`src/rtl/fp_exec_unit.sv`:
```
// fp_exec_unit: multi-cycle single-precision FP execute stage (ADD/SUB/MUL/MOV/NEG/ABS)
// feeding the FP register-file write port. Optional sticky exception flags: FP_EXEC_FLAGS_EN.
module fp_exec_unit #(
  parameter int          MUL_ITERS = 24,
  parameter logic [31:0] NAN_CANON = 32'h7FC0_0000
) (
  input  logic        clock,
  input  logic        reset_n,
  input  logic        start,
  input  logic [2:0]  op,
  input  logic [31:0] opA,
  input  logic [31:0] opB,
  input  logic [4:0]  destIn,
  output logic        busy,
  output logic        regWrite,
  output logic [4:0]  regDest,
  output logic [31:0] writeData
`ifdef FP_EXEC_FLAGS_EN
  ,
  input  logic        clrFlags,
  output logic [2:0]  flags
`endif
);

  typedef enum logic [2:0] {
    S_IDLE, S_UNPACK, S_ALIGN, S_ADD, S_MUL, S_NORM, S_WB
  } state_e;

  localparam logic [2:0] OP_ADD = 3'b000;
  localparam logic [2:0] OP_SUB = 3'b001;
  localparam logic [2:0] OP_MUL = 3'b010;
  localparam logic [2:0] OP_MOV = 3'b011;
  localparam logic [2:0] OP_NEG = 3'b100;
  localparam logic [2:0] OP_ABS = 3'b101;

  state_e            state_q, state_d;
  logic [2:0]        op_q, op_d;
  logic [4:0]        dest_q, dest_d;
  logic [31:0]       a_q, a_d, b_q, b_d;
  logic [23:0]       ma_q, ma_d, mb_q, mb_d;
  logic              sb_q, sb_d, sign_q, sign_d, nan_q, nan_d;
  logic signed [9:0] exp_q, exp_d;
  logic [47:0]       mant_q, mant_d;
  logic [4:0]        cnt_q, cnt_d;
  logic [31:0]       res_q, res_d;

  // Field decode of the captured operands; exponent-0 operands lose their mantissa.
  logic        sa, sb, za, ia, ib;
  logic [7:0]  ea, eb;
  logic [23:0] ma, mb;

  assign sa = a_q[31];
  assign sb = b_q[31];
  assign ea = a_q[30:23];
  assign eb = b_q[30:23];
  assign za = (ea == 8'd0);
  assign ia = (ea == 8'hFF);
  assign ib = (eb == 8'hFF);
  assign ma = za ? 24'd0 : {1'b1, a_q[22:0]};
  assign mb = (eb == 8'd0) ? 24'd0 : {1'b1, b_q[22:0]};

  // Working mantissa is 2.46 fixed point: bit 46 weighs 1.0 at exponent exp_q.
  function automatic logic [5:0] lead_zeros(input logic [47:0] v);
    logic [5:0] n;
    logic       found;
    n     = 6'd0;
    found = 1'b0;
    for (int i = 47; i >= 0; i--) begin
      if (!found && v[i]) begin
        n     = 6'(47 - i);
        found = 1'b1;
      end
    end
    return n;
  endfunction

  logic [5:0]        lz;
  logic [47:0]       norm;
  logic [23:0]       top;
  logic signed [9:0] exp_n;
  logic              nonzero, is_ovf, is_unf;
  logic [31:0]       norm_res;

  always_comb begin
    lz      = lead_zeros(mant_q);
    norm    = mant_q << lz;
    top     = 24'(norm >> 24);
    exp_n   = exp_q + 10'sd1 - $signed({4'd0, lz});
    nonzero = top[23];
    is_ovf  = !nan_q && nonzero && (exp_n >= 10'sd255);
    is_unf  = !nan_q && nonzero && (exp_n <= 10'sd0);
    if (nan_q)                norm_res = NAN_CANON;
    else if (!nonzero || is_unf) norm_res = {sign_q, 31'd0};
    else if (is_ovf)          norm_res = {sign_q, 8'hFF, 23'd0};
    else                      norm_res = {sign_q, exp_n[7:0], top[22:0]};
  end

  logic [7:0]  diff;
  logic [4:0]  shamt;
  logic [24:0] sum, step;
  logic        sum_sign;
  logic [31:0] unary;

  // NOTE: every variable gets a default first so no path through the case infers a latch.
  always_comb begin
    state_d  = state_q;
    op_d     = op_q;
    dest_d   = dest_q;
    a_d      = a_q;
    b_d      = b_q;
    ma_d     = ma_q;
    mb_d     = mb_q;
    sb_d     = sb_q;
    sign_d   = sign_q;
    exp_d    = exp_q;
    mant_d   = mant_q;
    cnt_d    = cnt_q;
    nan_d    = nan_q;
    res_d    = res_q;
    diff     = 8'd0;
    shamt    = 5'd0;
    sum      = 25'd0;
    step     = 25'd0;
    sum_sign = 1'b0;
    unary    = 32'd0;

    case (state_q)
      S_IDLE: begin
        if (start) begin
          op_d    = op;
          a_d     = opA;
          b_d     = opB;
          dest_d  = destIn;
          state_d = S_UNPACK;
        end
      end

      S_UNPACK: begin
        nan_d = 1'b0;
        case (op_q)
          OP_MOV, OP_NEG, OP_ABS: begin
            unary = za ? {sa, 31'd0} : a_q;
            if (op_q == OP_NEG)      unary[31] = ~unary[31];
            else if (op_q == OP_ABS) unary[31] = 1'b0;
            res_d   = unary;
            state_d = S_WB;
          end
          OP_ADD, OP_SUB: begin
            nan_d   = ia | ib;
            state_d = S_ALIGN;
          end
          OP_MUL: begin
            nan_d   = ia | ib;
            sign_d  = sa ^ sb;
            exp_d   = $signed({2'b00, ea}) + $signed({2'b00, eb}) - 10'sd127;
            mant_d  = 48'd0;
            ma_d    = ma;
            mb_d    = mb;
            cnt_d   = 5'd0;
            state_d = S_MUL;
          end
          default: state_d = S_IDLE;
        endcase
      end

      S_ALIGN: begin
        sb_d = sb ^ (op_q == OP_SUB);
        if (ea >= eb) begin
          diff  = ea - eb;
          shamt = (diff > 8'd31) ? 5'd31 : diff[4:0];
          exp_d = $signed({2'b00, ea});
          ma_d  = ma;
          mb_d  = mb >> shamt;
        end else begin
          diff  = eb - ea;
          shamt = (diff > 8'd31) ? 5'd31 : diff[4:0];
          exp_d = $signed({2'b00, eb});
          ma_d  = ma >> shamt;
          mb_d  = mb;
        end
        state_d = S_ADD;
      end

      S_ADD: begin
        if (sa == sb_q) begin
          sum      = {1'b0, ma_q} + {1'b0, mb_q};
          sum_sign = sa;
        end else if (ma_q >= mb_q) begin
          sum      = {1'b0, ma_q} - {1'b0, mb_q};
          sum_sign = sa;
        end else begin
          sum      = {1'b0, mb_q} - {1'b0, ma_q};
          sum_sign = sb_q;
        end
        sign_d  = (sum == 25'd0) ? 1'b0 : sum_sign;
        mant_d  = {sum, 23'd0};
        state_d = S_NORM;
      end

      // Right-shifting shift-add: one multiplier bit per cycle, product builds from the top.
      S_MUL: begin
        step   = {1'b0, mant_q[47:24]} + {1'b0, (mb_q[0] ? ma_q : 24'd0)};
        mant_d = {step, mant_q[23:1]};
        mb_d   = mb_q >> 1;
        if (cnt_q == 5'(MUL_ITERS - 1)) begin
          cnt_d   = 5'd0;
          state_d = S_NORM;
        end else begin
          cnt_d = cnt_q + 5'd1;
        end
      end

      S_NORM: begin
        res_d   = norm_res;
        state_d = S_WB;
      end

      S_WB:    state_d = S_IDLE;
      default: state_d = S_IDLE;
    endcase
  end

  // NOTE: sequential state uses non-blocking assignments so all registers sample pre-edge values.
  always_ff @(posedge clock or negedge reset_n) begin
    if (!reset_n) begin
      state_q <= S_IDLE;
      op_q    <= 3'd0;
      dest_q  <= 5'd0;
      a_q     <= 32'd0;
      b_q     <= 32'd0;
      ma_q    <= 24'd0;
      mb_q    <= 24'd0;
      sb_q    <= 1'b0;
      sign_q  <= 1'b0;
      exp_q   <= 10'sd0;
      mant_q  <= 48'd0;
      cnt_q   <= 5'd0;
      nan_q   <= 1'b0;
      res_q   <= 32'd0;
    end else begin
      state_q <= state_d;
      op_q    <= op_d;
      dest_q  <= dest_d;
      a_q     <= a_d;
      b_q     <= b_d;
      ma_q    <= ma_d;
      mb_q    <= mb_d;
      sb_q    <= sb_d;
      sign_q  <= sign_d;
      exp_q   <= exp_d;
      mant_q  <= mant_d;
      cnt_q   <= cnt_d;
      nan_q   <= nan_d;
      res_q   <= res_d;
    end
  end

  assign busy      = (state_q != S_IDLE);
  assign regWrite  = (state_q == S_WB);
  assign regDest   = dest_q;
  assign writeData = res_q;

`ifdef FP_EXEC_FLAGS_EN
  // Events are staged in NORM (cleared in UNPACK for unary ops) and folded in during WB.
  logic [2:0] evt_q, evt_d, flags_q, flags_d;

  always_comb begin
    evt_d = evt_q;
    if (state_q == S_UNPACK)    evt_d = 3'b000;
    else if (state_q == S_NORM) evt_d = {nan_q, is_ovf, is_unf};
    flags_d = clrFlags ? 3'b000 : flags_q;
    if (state_q == S_WB) flags_d = flags_d | evt_q;
  end

  always_ff @(posedge clock or negedge reset_n) begin
    if (!reset_n) begin
      evt_q   <= 3'b000;
      flags_q <= 3'b000;
    end else begin
      evt_q   <= evt_d;
      flags_q <= flags_d;
    end
  end

  assign flags = flags_q;
`endif

endmodule

```
`config.mk`:
```
export PLATFORM = sky130hd
export DESIGN_NAME = fp_exec_unit
export DESIGN_NICKNAME = d
export VERILOG_FILES = /design/src/rtl/fp_exec_unit.sv
export SDC_FILE = /design/constraint.sdc
export NUM_CORES = 1
export LEC_CHECK = 0
export CORE_UTILIZATION = 32
export CTS_CLUSTER_SIZE = 30
export DETAILED_ROUTE_END_ITERATION = 8
export PLACE_DENSITY_LB_ADDON = 0.05
export SLEW_MARGIN = 0
export SYNTH_ARGS = -nofsm -noshare
export SYNTH_HDL_FRONTEND = slang
export SYNTH_SLANG_ARGS = --single-unit
```
`constraint.sdc`:
```
create_clock -name clock -period 8.98 [get_ports clock]
set_clock_uncertainty 0.15 [all_clocks]
set_input_delay 1.796 -clock clock [delete_from_list [all_inputs] [get_ports clock]]
set_output_delay 1.796 -clock clock [all_outputs]
set_load 0.01 [all_outputs]
```
== After elaboration in Yosys (flattened, before gate mapping) ==
Index checks and enable logic that the tools add are counted.
W data, S select, Z words.
Cells by class
  equal/unequal tests: 19
  multipliers: 0
  shifts and indexed selects: 3
  order comparisons: 6
  bitwise gates (word level): 4
  mux-type cells: 134
  add/subtract/negate cells: 11
  reduce and logical (&&, ||, !) cells: 123
  divide/modulo/power cells: 0
Operators by type and width (number)
  $mux W6: 44
  $mux W24: 7
  $pmux W48 S3: 1
  $mux W31: 3
  $mux W25: 3
  $pmux W24 S3: 1
  $mux W32: 2
  $pmux W32 S2: 1
  $mux W1: 55
  $add A24 B24 Y25: 2
  $logic_and A1 B1 Y1: 50
  $sub A24 B24 Y25: 2
  $logic_not A1 Y1: 49
  $mux W48: 1
  $pmux W24 S2: 1
  $shl A48 B6 Y48: 1
  $shr A24 B5 Y24: 2
  $logic_not A25 Y1: 1
  $ge A24 B24 Y1: 1
  $mux W5: 4
  $pmux W10 S2: 1
  $pmux W3 S6: 1
  $eq A8 B8 Y1 const B: 2
  $gt A8 B5 Y1 const B: 2
  other kinds (33): 63
Word-level totals
  bits in writable memories: 0
  latch bits: 0
  flip-flop bits (word level): 221
  bits of input ports: 75
  output and inout port bits: 39
  ROM bits: 0
  memories kept: 0
  word-level logic and storage cells: 314

== Logic depth before layout (Yosys ltp) ==
  depth after elaboration: 149
  mapped depth: 27
  depth with buffers taken out: 24

== Worst setup path after synthesis ==
OpenSTA, ideal clock, no wires.
  kind: register to register
  start: reg mant_q[21]
  end: reg res_q[18], in the netlist writeData[18]
  arrival time: 6069 ps
  cell stages (with the launch flop): 28
  clock period less this slack: 6284 ps
  data required time: 8765 ps
  buffers on the path: 4
  path slack: 2696 ps
  library setup time: 65 ps
  path through: dfrtp_1 > clkbuf_1 > or4_1 > nand2b_1 > or4_1 > o32ai_1 > a211oi_1 > inv_1 > buf_2 > buf_2 > buf_2 > ha_1 > inv_1 > ha_1 > fa_1 > a21o_1 > a21oi_1 > o21bai_1 > a21oi_1 > o21ai_0 > xnor2_1 > nor2_1 > nor3_4 > o21ai_1 > nor3_1 > o221ai_1 > a221oi_2 > o22a_1
Between the ends
  cells in the longest elaborated chain, start to end: 72
  elaborated cells between the ends (all ways): 99
  classes of those cells: add/sub (1); order compare (2); shift (1); mux (47); reduce/logical (48)
Ends and longest elaborated chain
  start, declared: RTL line 43  | logic [47:0] mant_q, mant_d;
  start signal, assigned: RTL line 251  | mant_q <= mant_d;
  $logic_and A1 B1 Y1: RTL line 69  | if (!found && v[i]) begin
  $mux W1: RTL line 69
  $logic_not A1 Y1: RTL line 69
  $logic_and A1 B1 Y1: RTL line 69
  $mux W1: RTL line 69
  $logic_not A1 Y1: RTL line 69
  $logic_and A1 B1 Y1: RTL line 69
  $mux W1: RTL line 69
  [... 56 more ...]
  $mux W6: RTL line 69
  $sub A10 B7 Y10 or $shl A48 B6 Y48 (tied branches): RTL line 88, 86
  $ge A10 B9 Y1, or another cell as far along: RTL line 90  | is_ovf = !nan_q && nonzero && (exp_n >= 10'sd255);
  $logic_and A1 B1 Y1 (on tied branches): RTL line 90, 91
  $mux W31 or $logic_or A1 B1 Y1 (tied branches): RTL line 94, 93
  $mux W31 *: RTL line 93  | else if (!nonzero || is_unf) norm_res = {sign_q, 31'd0};
  $mux W32 *: RTL line 92  | if (nan_q) norm_res = NAN_CANON;
  $pmux W32 S2 *: RTL line 127  | case (state_q)
  end signal, assigned: RTL line 254  | res_q <= res_d;
  end, declared: RTL line 45  | logic [31:0] res_q, res_d;
Every way passes the cells marked *; elsewhere a longest branch is shown, timed or not.
A chain may end at the register's enable or synchronous reset.

== Worst setup path after layout ==
  start: reg mant_q[47]
  end: reg res_q[18], in the netlist writeData[18]
Between the ends
  cells in the longest elaborated chain, start to end: 149
  elaborated cells between the ends (all ways): 201
  classes of those cells: add/sub (1); order compare (2); shift (1); mux (98); reduce/logical (99)
Ends and longest elaborated chain (RTL line)
  $mux W1: 69
  $logic_not A1 Y1: 69
  $logic_and A1 B1 Y1: 69
  $mux W1: 69
  $logic_not A1 Y1: 69
  $logic_and A1 B1 Y1: 69
  $mux W1: 69
  $logic_not A1 Y1: 69
  [... 133 more ...]
  $mux W6: 69
  $sub A10 B7 Y10 or $shl A48 B6 Y48 (tied branches): 88, 86
  $ge A10 B9 Y1, or another cell as far along: 90
  $logic_and A1 B1 Y1 (on tied branches): 90, 91
  $mux W31 or $logic_or A1 B1 Y1 (tied branches): 94, 93
  $mux W31 *: 93
  $mux W32 *: 92
  $pmux W32 S2 *: 127
Marks and branches as above.

==> flow_metrics.tcl <==
set metrics [dict create \
    wl_per_cell_um 26.0 \
    cp_data_arrival_time_ns 8.27 \
    die_area_mm2 0.0676 \
    cts_root_buffer "clkbuf_16" \
    antenna_cells 0 \
    syn_area_mm2 0.0213 \
    yosysSeqAreaShare_pct 26.0 \
    clock-sinks 221 \
    post-route-util_pct 36.8 \
    min_period_over_period_pct 87.4 \
    insertion_delay_ns 0.64 \
    hold_viol_final 0 \
    syn_nets 2901 \
    synthTopCellsByArea "dfrtp_1 (26%), ha_1 (8.3%), mux2i_1 (7.0%), a21oi_1 (5.8%), nand2_1 (4.8%)" \
    cp_top_family "simple AND/OR/NAND/NOR gates" \
    dr_wl_met2_um 42100 \
    die_x_um 260 \
    preCtsSetupSlack_ns 1.22 \
    avgSynthCellArea_um2 7.96 \
    met1Wirelength_um 42700 \
    tritoncts "yes" \
    synth_seq_cells 221 \
    path_buf_inv 2 \
    grt_max_degree 90 \
    synth_top_area_share_pct 26.0 \
    status "finished clean" \
    critPathMaxFanout 43 \
    vias 21300 \
    worst_pin_slew_ns 1.10 \
    fill_cells 6991 \
    cap_violations 0 \
    cts_setup_buffers 0 \
    core.rowCount 94 \
    first_global_vias 20700 \
    period_needed_ns 7.85 \
    first_pass_iters 7 \
    layout.nets 2911 \
    grt.total_usage_pct 26.9 \
    area_delta_synth_final_pct 13.8 \
    gp_congestion 0.941 \
    wl_met3_um 5330 \
    dpl.hpwl_um 71500 \
    core_area_mm2 0.0659 \
    endpoint_kind "register" \
    ys_async_sr_fraction_pct 100 \
    max_stage_delay_ns 0.66 \
    placed_cells 3519 \
    yosys_warnings 0 \
    hold_buffers 0 \
    routed.top_layer "met5" \
    slew_headroom_pct 26.4 \
    syn_inst 2677 \
    drc 0 \
    drt_wl_total_um 92800 \
    worst_path_most_repeated_cell "a21oi_1" \
    start_util_pct 32.3 \
    ys_types 93 \
    setup-tns-final_ns 0 \
    cts_made_buffers 30 \
    slowest_stage "or4_1" \
    grt_overflow 0 \
    maxSlewViolCount 0 \
    final_cells 3574 \
    rsz0062_at_grt "false" \
    via_per_inst 5.97 \
    antenna_found_initial 3 \
    crit_chain "nor4_2, nand4_2, or4_1, o32ai_1, or2_2, buf_4, inv_1, ha_1, fa_1, a21o_1, a21oi_1, o21bai_1, a21oi_1, o21ai_0, xnor2_1, nor2_1, nor3_4, o21ai_1, nor3_1, o221ai_1, a221oi_2, o22a_1" \
    cts_resized 0 \
    cts.clk_slew.worst_paths_ns 0.06 \
    crit_type "register to register" \
    io_buffers 113 \
    dieHeight_um 260 \
    holdCritPathClass "register to register" \
    required_ns 9.40 \
    cts_buffer_depth 3 \
    yosysTopAreaCell "dfrtp_1" \
    ant_nets 0 \
    drive_above_1_share_pct 8.15 \
    pin_count 114 \
    synth_edf_count 0 \
    ys.flop_type "dfrtp_1" \
    grt_pass1_wl_um 138000 \
    setup_ws_ns 1.13 \
    htreeDepth 1 \
    drtIter0Drc 1796 \
    startpoint_type "register" \
    setup_viol 0 \
    clock.fmax_mhz 127 \
]
-- cells in the mapped netlist (7+ instances only) --
cell type / number
nand2_1: 275
a21oi_1: 247
dfrtp_1: 221
nor2_1: 207
o21ai_0: 201
mux2i_1: 150
clkbuf_1: 141
ha_1: 141
inv_1: 138
mux2_2: 91
nand3_1: 77
nor3_1: 65
xnor2_1: 51
a31oi_1: 35
a22oi_1: 33
a21o_1: 30
nand2b_1: 28
o22ai_1: 28
nor2b_1: 27
o21a_1: 27
a221oi_1: 26
and3_1: 26
a22o_1: 25
a211oi_1: 24
o211ai_1: 24
nand4_1: 23
nor4_1: 20
o221ai_1: 20
and2_1: 19
o21bai_1: 18
xor2_1: 16
o31ai_1: 15
buf_1: 13
a221o_1: 12
or3_1: 11
o41ai_1: 10
buf_2: 9
a32oi_1: 8
fa_1: 8
a2111oi_0: 7
a211o_1: 7
-- registers in the layout, summed over array words and instances, names as in the netlist --
name / flops
a_q: 32
nan_q: 1
regDest: 5
b_q: 32
sign_q: 1
mant_q: 48
exp_q: 10
writeData: 32
mb_q: 24
ma_q: 24
op_q: 3
cnt_q: 5
state_q: 3
sb_q: 1
-- worst register-to-register path, cell delays in order, from the launching register on --
cell	delay (ns)
dfrtp_1	0.46
nor4_2	0.59
nand4_2	0.29
or4_1	0.66
o32ai_1	0.42
or2_2	0.19
buf_4	0.47
inv_1	0.54
ha_1	0.48
fa_1	0.47
a21o_1	0.17
a21oi_1	0.22
o21bai_1	0.10
a21oi_1	0.22
o21ai_0	0.16
xnor2_1	0.27
nor2_1	0.11
nor3_4	0.26
o21ai_1	0.34
nor3_1	0.63
o221ai_1	0.28
a221oi_2	0.24
o22a_1	0.15
-- kinds of logic (layout without fill, tap and decap cells) --
logic type	Yosys count	in the layout	share of synthesized area [%]
DFF	221	221	26.0
xor gates and xnor gates	67	67	2.76
AOI/OAI and AO/OA	878	878	26.8
muxes	242	242	12.0
adders and majority gates	149	149	9.04
buffers and inverters	310	343	5.78
and+or+nand+nor	810	810	17.7
-- cells in the final DEF (no fill, tap or decap), types with 11 or more instances in the layout --
cell | synthesis | final
buf_4 | 2 | 35
xnor2_1 | 51 | 50
o21ai_0 | 201 | 201
nor4_1 | 20 | 20
clkbuf_16 | 0 | 30
o211ai_1 | 24 | 24
o31ai_1 | 15 | 14
a31oi_1 | 35 | 35
nor2_1 | 207 | 203
nor2b_1 | 27 | 26
a21oi_1 | 247 | 246
o22ai_1 | 28 | 28
and2_1 | 19 | 19
xor2_1 | 16 | 15
a221o_1 | 12 | 12
ha_1 | 141 | 141
a22o_1 | 25 | 25
nand2b_1 | 28 | 28
mux2_2 | 91 | 91
a211oi_1 | 24 | 23
and3_1 | 26 | 26
nand4_1 | 23 | 23
inv_1 | 138 | 137
or3_1 | 11 | 11
o221ai_1 | 20 | 20
o21a_1 | 27 | 27
nor3_1 | 65 | 65
mux2i_1 | 150 | 150
nand2_1 | 275 | 275
a22oi_1 | 33 | 33
a221oi_1 | 26 | 26
a21o_1 | 30 | 30
o21bai_1 | 18 | 17
nand3_1 | 77 | 77
dfrtp_1 | 221 | 221
clkdlybuf4s50_1 | 0 | 112
-- worst paths after layout --
kind	endpoint	slack (ns)	start	cells after the start
worst max-delay path	writeData[18]$_DFFE_PN0P_	1.13	mant_q[47]$_DFFE_PN0P_	22
worst min-delay path	regDest[4]$_DFFE_PN0P_	0.36	regDest[4]$_DFFE_PN0P_	1
worst max register to register	writeData[18]$_DFFE_PN0P_	1.13	mant_q[47]$_DFFE_PN0P_	22
worst min register to register	regDest[4]$_DFFE_PN0P_	0.36	regDest[4]$_DFFE_PN0P_	1
max in group asynchronous	ma_q[0]$_DFFE_PN0P_	6.09	reset_n	2
min in group asynchronous	writeData[18]$_DFFE_PN0P_	1.08	reset_n	1
-- routing by layer --
layer  track usage (%)  up-vias
li1                  -     9871
met1              37.8    10500
met2              43.0      763
met3              3.66      150
met4              7.32        6
met5                 0        -
-- cell type report --
| cell class | count | area, um2 | share of cell area (%) |
|---|---|---|---|
| clock buffers | 41 | 862 | 3.56 |
| clock inverters | 14 | 225 | 0.929 |
| inverters | 140 | 526 | 2.17 |
| multi-input cells | 2146 | 14600 | 60.3 |
| flip-flops and latches | 221 | 5530 | 22.8 |
| well taps | 864 | 1080 | 4.46 |
| repair buffers | 148 | 1400 | 5.77 |
-- through the flow --
step	instance area [um2]	hold slack, ns
final	24200	0.358
after global routing	24200	0.375
after CTS	24200	0.364
after detailed placement	23100	0.349
after global placement	23100	0.343
after floorplan	21300	0.306
Power is left out: the tool's default activity adds up to more than one toggle a clock period on the data nets, which glitch-free logic cannot reach.
